**src/rtl/poll_mac_pkg.sv**
```systemverilog
// Shared constants, mode encoding and result-width helper for the Poll multiply-add datapath.
package poll_mac_pkg;

  localparam int unsigned Const = 8;

  typedef enum logic {
    MODE_MAC = 1'b0,
    MODE_ACC = 1'b1
  } mode_e;

  function automatic int unsigned out_w(input int unsigned width, input int unsigned acc_len);
    return 2 * width + $clog2(acc_len);
  endfunction

endpackage

```
**src/rtl/poll_frame_ctr.sv**
```systemverilog
// Frame sample counter and per-frame mode latch; flags the sample that closes a frame.
module poll_frame_ctr
  import poll_mac_pkg::*;
#(
  parameter int unsigned ACC_LEN = 4
) (
  input  logic  clk,
  input  logic  rst,
  input  logic  accept,
  input  mode_e mode,
  output mode_e cur_mode,
  output logic  last
);

  localparam int unsigned CW = $clog2(ACC_LEN);

  logic [CW-1:0] cnt;
  mode_e         frame_mode;

  // The live mode input only matters at a frame start; afterwards the latched copy rules.
  always_comb begin
    cur_mode = (cnt == '0) ? mode : frame_mode;
    last     = (cur_mode == MODE_MAC) || (cnt == CW'(ACC_LEN - 1));
  end

  always_ff @(posedge clk) begin
    if (rst) begin
      cnt        <= '0;
      frame_mode <= MODE_MAC;
    end else if (accept) begin
      if (cnt == '0) begin
        frame_mode <= mode;
      end
      if (cur_mode == MODE_ACC) begin
        cnt <= last ? '0 : cnt + CW'(1);
      end
    end
  end

endmodule

```
**src/rtl/poll_mac.sv**
```systemverilog
// Three-stage pipelined OUT = A*B + C with optional per-frame accumulation and a global stall.
module poll_mac
  import poll_mac_pkg::*;
#(
  parameter int unsigned WIDTH   = Const,
  parameter int unsigned ACC_LEN = 4,
  parameter int unsigned OUT_W   = out_w(WIDTH, ACC_LEN)
) (
  input  logic             clk,
  input  logic             rst,
  input  logic             in_valid,
  output logic             in_ready,
  input  logic             mode,
  input  logic [WIDTH-1:0] a,
  input  logic [WIDTH-1:0] b,
  input  logic [WIDTH-1:0] c,
  output logic             out_valid,
  input  logic             out_ready,
  output logic [OUT_W-1:0] out_data,
  output logic             out_last
);

  logic  adv;
  logic  accept;
  mode_e cur_mode;
  logic  frame_last;

  logic             s1_v;
  logic [WIDTH-1:0] s1_a;
  logic [WIDTH-1:0] s1_b;
  logic [WIDTH-1:0] s1_c;
  mode_e            s1_mode;
  logic             s1_last;

  logic               s2_v;
  logic [2*WIDTH-1:0] s2_p;
  logic [WIDTH-1:0]   s2_c;
  mode_e              s2_mode;
  logic               s2_last;

  logic [OUT_W-1:0] acc;
  logic [OUT_W-1:0] sum;

  always_comb begin
    adv      = !out_valid || out_ready;
    in_ready = adv;
    accept   = in_valid && adv;
    sum      = OUT_W'(s2_p) + OUT_W'(s2_c);
  end

  poll_frame_ctr #(
    .ACC_LEN(ACC_LEN)
  ) u_frame_ctr (
    .clk     (clk),
    .rst     (rst),
    .accept  (accept),
    .mode    (mode_e'(mode)),
    .cur_mode(cur_mode),
    .last    (frame_last)
  );

  always_ff @(posedge clk) begin
    if (rst) begin
      s1_v    <= 1'b0;
      s1_a    <= '0;
      s1_b    <= '0;
      s1_c    <= '0;
      s1_mode <= MODE_MAC;
      s1_last <= 1'b0;
    end else if (adv) begin
      s1_v <= accept;
      if (accept) begin
        s1_a    <= a;
        s1_b    <= b;
        s1_c    <= c;
        s1_mode <= cur_mode;
        s1_last <= frame_last;
      end
    end
  end

  always_ff @(posedge clk) begin
    if (rst) begin
      s2_v    <= 1'b0;
      s2_p    <= '0;
      s2_c    <= '0;
      s2_mode <= MODE_MAC;
      s2_last <= 1'b0;
    end else if (adv) begin
      s2_v <= s1_v;
      if (s1_v) begin
        s2_p    <= s1_a * s1_b;
        s2_c    <= s1_c;
        s2_mode <= s1_mode;
        s2_last <= s1_last;
      end
    end
  end

  // Non-closing frame samples fold into acc without presenting an output word.
  always_ff @(posedge clk) begin
    if (rst) begin
      out_valid <= 1'b0;
      out_data  <= '0;
      out_last  <= 1'b0;
      acc       <= '0;
    end else if (adv) begin
      out_valid <= 1'b0;
      if (s2_v) begin
        if (s2_mode == MODE_MAC) begin
          out_valid <= 1'b1;
          out_data  <= sum;
          out_last  <= 1'b1;
        end else if (s2_last) begin
          out_valid <= 1'b1;
          out_data  <= acc + sum;
          out_last  <= 1'b1;
          acc       <= '0;
        end else begin
          acc <= acc + sum;
        end
      end
    end
  end

endmodule
```
**config.mk**
```make
export PLATFORM = sky130hd
export DESIGN_NAME = poll_mac
export DESIGN_NICKNAME = d
export VERILOG_FILES = /design/src/rtl/poll_mac_pkg.sv /design/src/rtl/poll_frame_ctr.sv /design/src/rtl/poll_mac.sv
export SDC_FILE = /design/constraint.sdc
export NUM_CORES = 1
export LEC_CHECK = 0
export BUFFER_PORTS_ARGS = -buffer_cell sky130_fd_sc_hd__buf_4
export CORE_ASPECT_RATIO = 1.75
export CORE_MARGIN = 4
export CORE_UTILIZATION = 35
export DETAILED_ROUTE_END_ITERATION = 8
export SKIP_CTS_REPAIR_TIMING = 1
export SYNTH_ARGS = -nofsm -noshare
export SYNTH_HDL_FRONTEND = slang
export SYNTH_SLANG_ARGS = --single-unit
```
**constraint.sdc**
```tcl
create_clock -name clk -period 8.5 [get_ports clk]
set_clock_uncertainty 0.2 [all_clocks]
set_input_delay 0.85 -clock clk [delete_from_list [all_inputs] [get_ports clk]]
set_output_delay 0.85 -clock clk [all_outputs]
set_load 0.02 [all_outputs]
```
# Word-level counts from Yosys, hierarchy flattened
# Index checks and enable logic that the tools add are counted.
# totals
reg_bits	95
latch_bits	0
mem_bits_rw	0
rom_bits	0
input_bits	29
output_inout_bits	21
elab_cells	44
mem_count	0
# op_classes
addsub	3
mul	1
n_div	0
magnitude_cmp	0
eq_ne	2
shifts	0
muxes	10
n_bitwise	1
reduce_logical	10
# op_table
op	n
$mux W18	3
$add A18 B17 Y18	1
$add A16 B8 Y17	1
$mul A8 B8 Y16	1
$mux W1	6
$reduce_and A2 Y1	3
$reduce_and A3 Y1	2
$add A2 B1 Y2 const B	1
$eq A2 B2 Y1 const B	1
$logic_not A2 Y1	1
$logic_or A1 B1 Y1	2
$mux W2	1
$ne A2 B1 Y1 const B	1
$logic_and A1 B1 Y1	1
$logic_not A1 Y1	1
$not A1 Y1	1

# Logic depth before layout (Yosys ltp)
# Gate-level depths: netlist of run 1.
# depth
depth_word	5
depth_mapped	16
depth_no_buf	16

# By module
# A second synthesis of run 1 with hierarchy kept.
# hier_totals
hier_cells	832
hier_area_um2	6880.3
# modules_own_cells
mod	instances	cells_each	area_each_um2	seq_area_each_um2
poll_mac	1	813	6703.9	1841.8
poll_frame_ctr	1	19	176.4	60.1

# Worst setup path before layout of run 1
# OpenSTA, ideal clock, no wires.
# synth_path
path_kind	reg-to-reg
from	reg s1_b[7]
to	reg s2_p[15]
setup_ns	0.086
arrival_ns	4.002
required_time_ns	8.214
setup_slack_ns	4.212
path_stages_with_launch	16
path_buffers	0
period_less_slack_ns	4.288
cell_sequence	dfxtp_1 nand2_1 fa_1 fa_1 inv_1 fa_1 inv_1 fa_1 inv_1 ha_1 o21a_1 o31a_1 o21ai_0 o21ai_0 xnor2_1 a211oi_1
# synth_via
elab_chain_len	1
# synth_rtl
item	line_no	rtl
from (decl)	poll_mac.sv:30	logic [WIDTH-1:0] s1_b;
from (signal assigned)	poll_mac.sv:66	s1_b <= '0;
from (signal assigned)	poll_mac.sv:74	s1_b <= b;
$mul A8 B8 Y16	poll_mac.sv:92	s2_p <= s1_a * s1_b;
to (signal assigned)	poll_mac.sv:92	
to (decl)	poll_mac.sv:36	logic [2*WIDTH-1:0] s2_p;
# Every way passes these cells.
# A chain may end at the register's enable or synchronous reset.

# Final worst setup path of run 1
# layout_path
from	reg s1_a[0]
to	reg s2_p[15]
# layout_via
elab_chain_len	1
# layout_rtl
item	line_no	rtl
from (decl)	poll_mac.sv:29	logic [WIDTH-1:0] s1_a;
from (signal assigned)	poll_mac.sv:65	s1_a <= '0;
from (signal assigned)	poll_mac.sv:73	s1_a <= a;
$mul A8 B8 Y16	poll_mac.sv:92	
# Every way passes these cells.

==> key figures, run 1 <==
Detailed routing
  • Vias: 6103
  • Drt pass-1 iters: 4
  • Final ANT Viol Nets: 0
  • DRC: 0
  • Final WL: 17500 um
  • Routed vias/inst: 5.27
  • Iter 0 DRT Violations: 245
  • Drt wl/cell: 15.1 um

Yosys
  • Synth top cells by count: 139 x nand2_1, 94 x dfxtp_1, 84 x a21oi_1
  • Cell with the most instances after synthesis: nand2_1
  • Ys async rst share: 0%
  • Largest cells by area after synthesis: dfxtp_1 26%, ha_1 11%, fa_1 11%, nand2_1 7.3%, a21oi_1 5.9%
  • Unique masters post-synth: 70
  • Post-synthesis cell count: 881
  • Syn_nets: 1011
  • Synth top area share: 26.5%
  • Most used DFF post-synth: dfxtp_1
  • Yosys reg bits: 94
  • Syn_area_per_cell: 8.07 um2
  • Synth Warn #: 0
  • Mapped cell area: 7110 um2
  • Post-synthesis sequential area ratio: 26.5%
  • Post-synth EDFFs: 0
  • Dominant cell type by area after synthesis: dfxtp_1

Global route
  • Tot GR Track Use: 16.4%
  • Vias in the first global route: 6221
  • Initial antenna violation count: 0
  • Largest net degree at the start of global routing: 89
  • Gr ovfl total: 0
  • Wire length of the first global-routing pass: 30300 um

Worst setup path
  • CP most frequent cell: fa_1
  • Cell Chain, Critical Path: nand2_1, fa_1, fa_1, inv_1, fa_1, inv_1, fa_1, inv_1, ha_1, o21a_1, o31a_1, o21ai_0, o21ai_0, xnor2_1, a211oi_1
  • Critical path's top delay family: adder cells
  • CP startpoint kind: flip-flop
  • Critical Path Source: s1_a[0]
  • Reg2reg path depth: 15
  • Worst-path maximum fanout: 9
  • Max stage delay on crit path: 0.55 ns
  • Critical path buffers and inverters: 3
  • FF-to-FF Start: s1_a[0]
  • Critical path class: flip-flop to flip-flop
  • Critical Path Sink Type: flip-flop
  • R2R Setup Slk: 3.82 ns
  • FF-to-FF End: s2_p[15]
  • CP arrival: 4.74 ns
  • Slowest cell on crit path: fa_1
  • CP Data Required Time: 8.56 ns

Timing
  • Setup TNS: 0 ns
  • Tcrit/Tclk final: 55.0%
  • Setup ws final: 3.82 ns
  • Fin. Hold Viols: 0
  • Tmin final: 4.68 ns
  • Worst slew pin tran: 1.11 ns
  • RSZ-0062 raised after global routing: no
  • Pins Over Slew Limit: 0
  • Max_slew headroom: 25.6%
  • Fmax: 214 MHz
  • Final setup fails: 0

Worst hold path
  • Hold Path Depth: 2
  • Hold Path Class: flip-flop to flip-flop
  • Worst hold endpoint: out_data[1]
  • Worst Min Path Start: out_data[1]

Placed design
  • DP Wirelength: 13500 um
  • Port Buf Inserts: 49
  • Pre-CTS WS: 3.85 ns
  • Routability congestion estimate: 0.887

Clock network
  • H-tree lvl count: 3
  • CTS clock-pin slew for the worst setup and hold paths: 0.08 ns
  • Clk buf depth: 2
  • Clock sink count: 94
  • Clk root buf: clkbuf_16
  • Worst-skew pair later-pin latency: 0.35 ns
  • TritonCTS Buffers: 9
  • CTS tree: yes

Cells and area
  • Final nets: 1038
  • Multi-input gate area: 4790 um2
  • Share of layout cells above drive strength 1: 9.20%
  • Final design utilization: 40.1%
  • Antenna diodes: 0
  • Storage cell area: 1880 um2
  • Layout area overhead: 11.9%
  • Filler cells: 2081

Power and ir drop
  • Leakage: 0.00348 uW
  • Worst vdd ir: 0.0938 mV
  • Pwr Density: 127 nW/um2

Outcome
  • Status: finished clean

Die
  • Initial Utilization: 35.8%
  • Row cnt: 68
  • Die height: 197 um
  • Io pins: 50
  • DIE WIDTH: 116 um
  • Core area: 19800 um2
  • Die Area: 22700 um2

Run
  • Max-cap violations: 0
-- how the worst max path moves through the flow --
stage,end,slack (ns),cells after the start
detailed placement,s2_p[15],3.85,15
finish,s2_p[15],3.82,15
floorplan,s2_p[15],4.21,15
CTS,s2_p[15],3.82,15
global placement,s2_p[15],3.95,15
global route,s2_p[14],3.56,14
-- placed cells by master, fill, tap and decap left out, types with 4 or more instances in the layout --
cell type    n
o21bai_1     4
a31oi_1     13
dfxtp_1     94
nand3_1     19
inv_1       75
o211ai_1     4
nand4_1      5
mux2i_1      6
a211oi_1    17
nand2_1    139
nand3b_1     5
nor3b_1      4
and2_1      54
inv_6        4
a21oi_1     84
nor2b_1      5
nor2_1      46
xnor2_1     16
clkbuf_16    9
and3_1       6
buf_4       53
fa_1        38
a22oi_1      6
ha_1        63
a21o_1      13
nor3_1      19
xor2_1      10
o21a_1       5
o21ai_0     28
nand2b_1     6
-- through the flow --
step / instances / cell area, um2 / hold WS (ns) / total power, uW
4_1_cts: 1158 / 7960 / 0.262 / 1020
6_report: 1158 / 7960 / 0.259 / 1010
5_1_grt: 1158 / 7960 / 0.284 / 1060
3_5_place_dp: 1142 / 7660 / 0.251 / 614
3_3_place_gp: 1142 / 7660 / 0.244 / 612
2_1_floorplan: 881 / 7110 / 0.232 / 571
-- state kept, by name, indices dropped and copies added (netlist names), 2 cells and up --
register         cells
s1_c                 8
s2_p                16
s1_a                 8
s1_b                 8
out_data            18
acc                 18
s2_c                 8
u_frame_ctr.cnt      2
-- power breakdown --
group / switching (uW) / total, uW / internal (uW)
Sequential: 18.0 / 474 / 456
Combinational: 76.1 / 128 / 52.0
Clock: 202 / 410 / 208
Total: 296 / 1010 / 716
-- metal layers --
layer  global-route usage [%]  wire (um)  vias to the layer above
met5                        0          0                        -
met4                     5.89        471                        0
met3                     1.97        438                       34
met2                     31.4       9650                      104
met1                     18.1       6900                     2878
li1                         -          -                     3087
-- final cells by class --
class / count / share of cell area [%]
Sequential cell: 94 / 23.7
Timing Repair Buffer: 53 / 5.00
Multi-Input combinational cell: 674 / 60.2
Inverter: 76 / 3.59
Tap cell: 245 / 3.85
Clock inverter: 7 / 0.881
Clock buffer: 9 / 2.83
-- worst min-delay path: stages, from the launching register on --
cell,delay [ns]
dfxtp_1,0.32
nand2_1,0.05
a21oi_1,0.05
-- cells by family after synthesis --
kind of cell	after synthesis	share of synthesized area, %
buffers and inverters	113	6.14
AO/OA/AOI/OAI	217	19.7
adder cells (fa/ha/maj)	101	21.8
AND/OR/NAND/NOR	323	21.7
flip-flops	94	26.5
XOR/XNOR	26	3.20
multiplexers	7	1.00
Note: power is estimated with default switching activity, not from simulation.
==> inputs of run 2 (changes only) <==
- ABC_AREA: default -> 1
- clock period: 8.5 -> 3.8 ns (I/O delays scaled with it)
==> key figures, run 2 <==
Outcome
  • Status: finished, violations left
  • Failing checks: setup timing

Worst setup path
  • Worst-path maximum fanout: 8
  • Cell Chain, Critical Path: nand2_2, inv_2, fa_1, inv_1, fa_1, fa_1, inv_2, fa_1, ha_4, a21oi_2, buf_4, o21a_1, nand3_1, nand2_1, nand3_2, o211ai_1, inv_1
  • CP most frequent cell: fa_1
  • Critical path class: flip-flop to flip-flop
  • CP arrival: 4.04 ns
  • Max stage delay on crit path: 0.58 ns
  • Critical Path Sink Type: flip-flop
  • CP startpoint kind: flip-flop
  • Slowest cell on crit path: fa_1
  • CP Data Required Time: 3.86 ns

Clock network
  • TritonCTS Buffers: 9
  • CTS clock-pin slew for the worst setup and hold paths: 0.07 ns
  • Worst-skew pair later-pin latency: 0.37 ns
  • CTS tree: yes
  • Clk root buf: clkbuf_16
  • H-tree lvl count: 3
  • Clock sink count: 94
  • Clk buf depth: 2

Timing
  • Fin. Hold Viols: 0
  • Pins Over Slew Limit: 0
  • Worst slew pin tran: 0.676 ns
  • Tmin final: 3.99 ns
  • Hold_ws: 0.0655 ns
  • Fmax: 251 MHz
  • Tcrit/Tclk final: 105%
  • Final setup fails: 6
  • Max_slew headroom: 54.8%
  • RSZ-0062 raised after global routing: yes
  • Setup ws final: -0.189 ns

Placed design
  • Port Buf Inserts: 49
  • Placed cell count: 1477
  • Routability congestion estimate: 0.934
  • Post-DP Area: 8540 um2
  • DP Wirelength: 16400 um

Detailed routing
  • Drt pass-1 iters: 5
  • DRC: 0
  • Met2 WL post-DR: 12000 um
  • Final WL: 20200 um
  • Routed vias/inst: 4.69
  • Final ANT Viol Nets: 0
  • M1 wire length: 7180 um
  • Drt wl/cell: 13.5 um
  • Vias: 7023
  • DR top layer: met4
  • DR WL met3: 317 um
  • Iter 0 DRT Violations: 261

Cells and area
  • Final Instance Area: 9080 um2
  • Largest registers: acc (18), out_data (18), s2_p (16)
  • Share of layout cells above drive strength 1: 17.6%
  • Final non-filler cell total: 1497
  • Layout area overhead: 20.1%
  • Commonest non-fill, non-tap cell in the layout: nand2_1
  • Final nets: 1334
  • Antenna diodes: 0
  • Most frequent cells in the layout: 284 x nand2_1, 202 x inv_1, 107 x nor2_1

Global route
  • Vias in the first global route: 6976
  • Largest net degree at the start of global routing: 43
  • Initial antenna violation count: 0
  • Wire length of the first global-routing pass: 33000 um
  • Gr ovfl total: 0
  • Tot GR Track Use: 17.0%

Yosys
  • Ys async rst share: 0%
  • Most used DFF post-synth: dfxtp_1
  • Largest cells by area after synthesis: dfxtp_1 25%, nand2_1 15%, ha_1 10%, inv_1 10%, fa_1 10%
  • Post-synthesis cell count: 1138
  • Syn_nets: 1268
  • Synth Warn #: 0
  • Post-synthesis sequential area ratio: 24.9%
  • Yosys reg bits: 94
  • Syn_area_per_cell: 6.64 um2
  • Synth top cells by count: 300 x nand2_1, 210 x inv_1, 110 x nor2_1
  • Mapped cell area: 7560 um2
  • Dominant cell type by area after synthesis: dfxtp_1
  • Unique masters post-synth: 37
  • Synth top area share: 24.9%
  • Post-synth EDFFs: 0
  • Cell with the most instances after synthesis: nand2_1

Die
  • Io pins: 50
  • Die height: 202 um
  • Row cnt: 70
  • DIE WIDTH: 119 um
  • Initial Utilization: 35.8%
  • Die Area: 24100 um2
  • Core area: 21100 um2

Worst hold path
  • Hold Path Class: input pin to flip-flop

Power and ir drop
  • Pwr Density: 301 nW/um2
  • Leakage: 0.00492 uW
  • Worst vdd ir: 0.315 mV
  • Tot Pwr: 2730 uW

Run
  • Max-cap violations: 0
==> run 2: routing by layer <==
layer / vias up / GRT usage [%]
met5: - / 0
met4: 0 / 7.34
met3: 42 / 1.82
met2: 77 / 35.6
met1: 3263 / 15.9
li1: 3641 / -
==> run 2: worst paths after layout <==
check | startpoint | slack, ns | end | cells after the start
worst min register to register | out_data[10] | 0.26 | out_data[10] | 2
worst max-delay path | s1_b[2] | -0.19 | s2_p[12] | 17
worst max register to register | s1_b[2] | -0.19 | s2_p[12] | 17
worst min-delay path | b[6] | 0.07 | s1_b[6] | 3
==> run 2: area by class of cell <==
| class | instances | area (um2) |
|---|---|---|
| fill | 2241 | 12000 |
| multi-input combinational | 783 | 4920 |
| clock buffer | 9 | 225 |
| inverter | 218 | 821 |
| timing repair buffer | 98 | 747 |
| sequential | 94 | 1930 |
| tap | 288 | 360 |
| clock inverter | 7 | 72.6 |
==> run 2: stage by stage <==
stage	setup slack (ns)	setup TNS, ns	utilization, %
final	-0.189	-0.831	43.0
after global routing	-0.365	-2.11	43.0
after CTS	-0.432	-2.56	41.9
after detailed placement	-0.418	-2.50	40.5
after global placement	-0.449	-2.29	40.5
after floorplan	-0.0224	-0.0224	-
==> run 2: kinds of logic (layout without fill, tap and decap cells) <==
kind of cell	count (synthesis)	in the layout	share of synthesized area [%]
compound gates	148	148	10.5
simple gates	515	515	28.4
fa+ha+maj	101	101	20.5
flops	94	94	24.9
buf+inv	261	332	13.5
xor+xnor	19	19	2.20
==> run 2: critical path: cells and delay by family (launching register included) <==
family / cells / cell delay [ns]
compound gates: 3 / 0.38
fa+ha+maj: 5 / 2.32
buf+inv: 5 / 0.31
flops: 1 / 0.38
simple gates: 4 / 0.29
==> run 2: report_power, final <==
part           total, uW  switching (uW)  internal [uW]  leakage [uW]
Combinational        695             397            298       0.00400
Sequential          1090            56.2           1040      0.000778
Clock                944             477            467      0.000144
Total               2730             930           1800       0.00492
==> inputs of run 3 (changes only) <==
- RECOVER_POWER: default -> 25
==> key figures, run 3 (synthesis results as in run 2) <==
Outcome
  • Failing checks: setup timing
  • Status: finished, violations left

Global route
  • Largest net degree at the start of global routing: 43
  • Tot GR Track Use: 17.0%
  • Initial antenna violation count: 0
  • Wire length of the first global-routing pass: 33000 um
  • Gr ovfl total: 0
  • Vias in the first global route: 6976

Cells and area
  • Final design utilization: 42.6%
  • Commonest non-fill, non-tap cell in the layout: nand2_1
  • Layout area overhead: 19.0%
  • Largest registers: acc (18), out_data (18), s2_p (16)
  • Most frequent cells in the layout: 285 x nand2_1, 202 x inv_1, 108 x nor2_1
  • Share of layout cells above drive strength 1: 15.8%
  • Antenna diodes: 0
  • Multi-input gate area: 4920 um2
  • Storage cell area: 1930 um2
  • Filler cells: 2254
  • Final non-filler cell total: 1497
  • Final nets: 1334

Worst hold path
  • Worst Min Path Start: b[6]
  • Hold Path Class: input pin to flip-flop
  • Hold Path Depth: 3
  • Worst hold endpoint: s1_b[6]

Die
  • Core area: 21100 um2
  • Die height: 202 um
  • Io pins: 50
  • Initial Utilization: 35.8%
  • Row cnt: 70
  • DIE WIDTH: 119 um
  • Die Area: 24100 um2

Detailed routing
  • Final ANT Viol Nets: 0
  • Drt pass-1 iters: 5
  • Vias: 7020
  • Drt wl/cell: 13.5 um
  • Routed vias/inst: 4.69
  • Final WL: 20200 um
  • DRC: 0
  • Iter 0 DRT Violations: 267

Timing
  • RSZ-0062 raised after global routing: yes
  • Worst slew pin tran: 0.740 ns
  • Tcrit/Tclk final: 105%
  • Tmin final: 3.99 ns
  • Setup ws final: -0.188 ns
  • Final setup fails: 6
  • Fmax: 251 MHz
  • Max_slew headroom: 50.6%
  • Fin. Hold Viols: 0
  • Pins Over Slew Limit: 0

Placed design
  • Placed cell count: 1477
  • Port Buf Inserts: 49
  • DP Wirelength: 16400 um
  • Routability congestion estimate: 0.934

Clock network
  • Clk root buf: clkbuf_16
  • Clk buf depth: 2
  • CTS clock-pin slew for the worst setup and hold paths: 0.07 ns
  • Worst-skew pair later-pin latency: 0.37 ns
  • TritonCTS Buffers: 9
  • CTS tree: yes
  • H-tree lvl count: 3
  • Clock sink count: 94

Worst setup path
  • CP arrival: 4.05 ns
  • FF-to-FF End: s2_p[12]
  • R2R Setup Slk: -0.19 ns
  • CP startpoint kind: flip-flop
  • FF-to-FF Start: s1_b[2]
  • Worst-path maximum fanout: 8
  • Reg2reg path depth: 17
  • CP Data Required Time: 3.86 ns
  • Critical Path Sink Type: flip-flop
  • Critical path class: flip-flop to flip-flop

Run
  • Max-cap violations: 0

Power and ir drop
  • Worst vdd ir: 0.315 mV
  • Pwr Density: 303 nW/um2
  • Leakage: 0.00484 uW
==> run 3: cell types whose count changed in the layout (fill, tap and decap cells not counted), sizes merged <==
cell    change
buf        -20
clkbuf     +20
==> run 3: area by class of cell <==
| type | count | share of cell area, % |
|---|---|---|
| sequential | 94 | 21.4 |
| multi-input combinational | 783 | 54.7 |
| clock inverter | 7 | 0.807 |
| timing repair buffer | 98 | 7.47 |
| clock buffer | 9 | 2.50 |
| tap | 288 | 4.01 |
| inverter | 218 | 9.12 |
==> run 3: critical path, stage by stage, from the launching register on <==
cell and delay (ns):
dfxtp_4 0.38, nand2_2 0.07, inv_2 0.04, fa_1 0.52
inv_1 0.05, fa_1 0.46, fa_1 0.53, inv_2 0.04
fa_1 0.58, ha_4 0.23, a21oi_2 0.13, buf_4 0.12
o21a_1 0.14, nand3_1 0.08, nand2_1 0.08, nand3_2 0.06
o211ai_1 0.11, inv_1 0.06
==> run 3: routing by layer <==
metal,up-vias,share of wire [%],global-route usage (%),wire length (um)
met5,-,0,0,0
met4,0,3.4,7.34,685
met3,40,1.8,1.82,356
met2,81,59,35.6,12000
met1,3256,36,15.9,7190
li1,3643,-,-,-
==> run 3: worst max path at each step <==
stage	to	depth (start not counted)	slack [ns]	startpoint
after CTS	s2_p[15]	17	-0.43	s1_a[5]
after detailed placement	s2_p[15]	17	-0.42	s1_a[5]
after global placement	s2_p[15]	17	-0.45	s1_a[5]
final	s2_p[12]	17	-0.19	s1_b[2]
after floorplan	s2_p[14]	18	-0.02	s1_a[5]
after global routing	s2_p[12]	17	-0.37	s1_b[2]
==> run 3: where the power goes <==
part | total, uW | leakage [uW] | switching, uW | internal [uW]
combinational | 688 | 0.00392 | 396 | 291
clock | 943 | 0.000144 | 477 | 467
sequential | 1090 | 0.000778 | 56.0 | 1040
==> run 3: through the flow <==
step	setup WS (ns)	cell area (um2)	hold WS [ns]	setup TNS, ns	total power (uW)
finish	-0.188	9000	0.0639	-0.827	2720
global route	-0.365	9000	0.0726	-2.11	2890
CTS	-0.432	8840	0.0577	-2.56	2710
detailed placement	-0.418	8540	0.257	-2.50	1760
global placement	-0.449	8540	0.253	-2.29	1760
floorplan	-0.0224	7760	0.248	-0.0224	1570
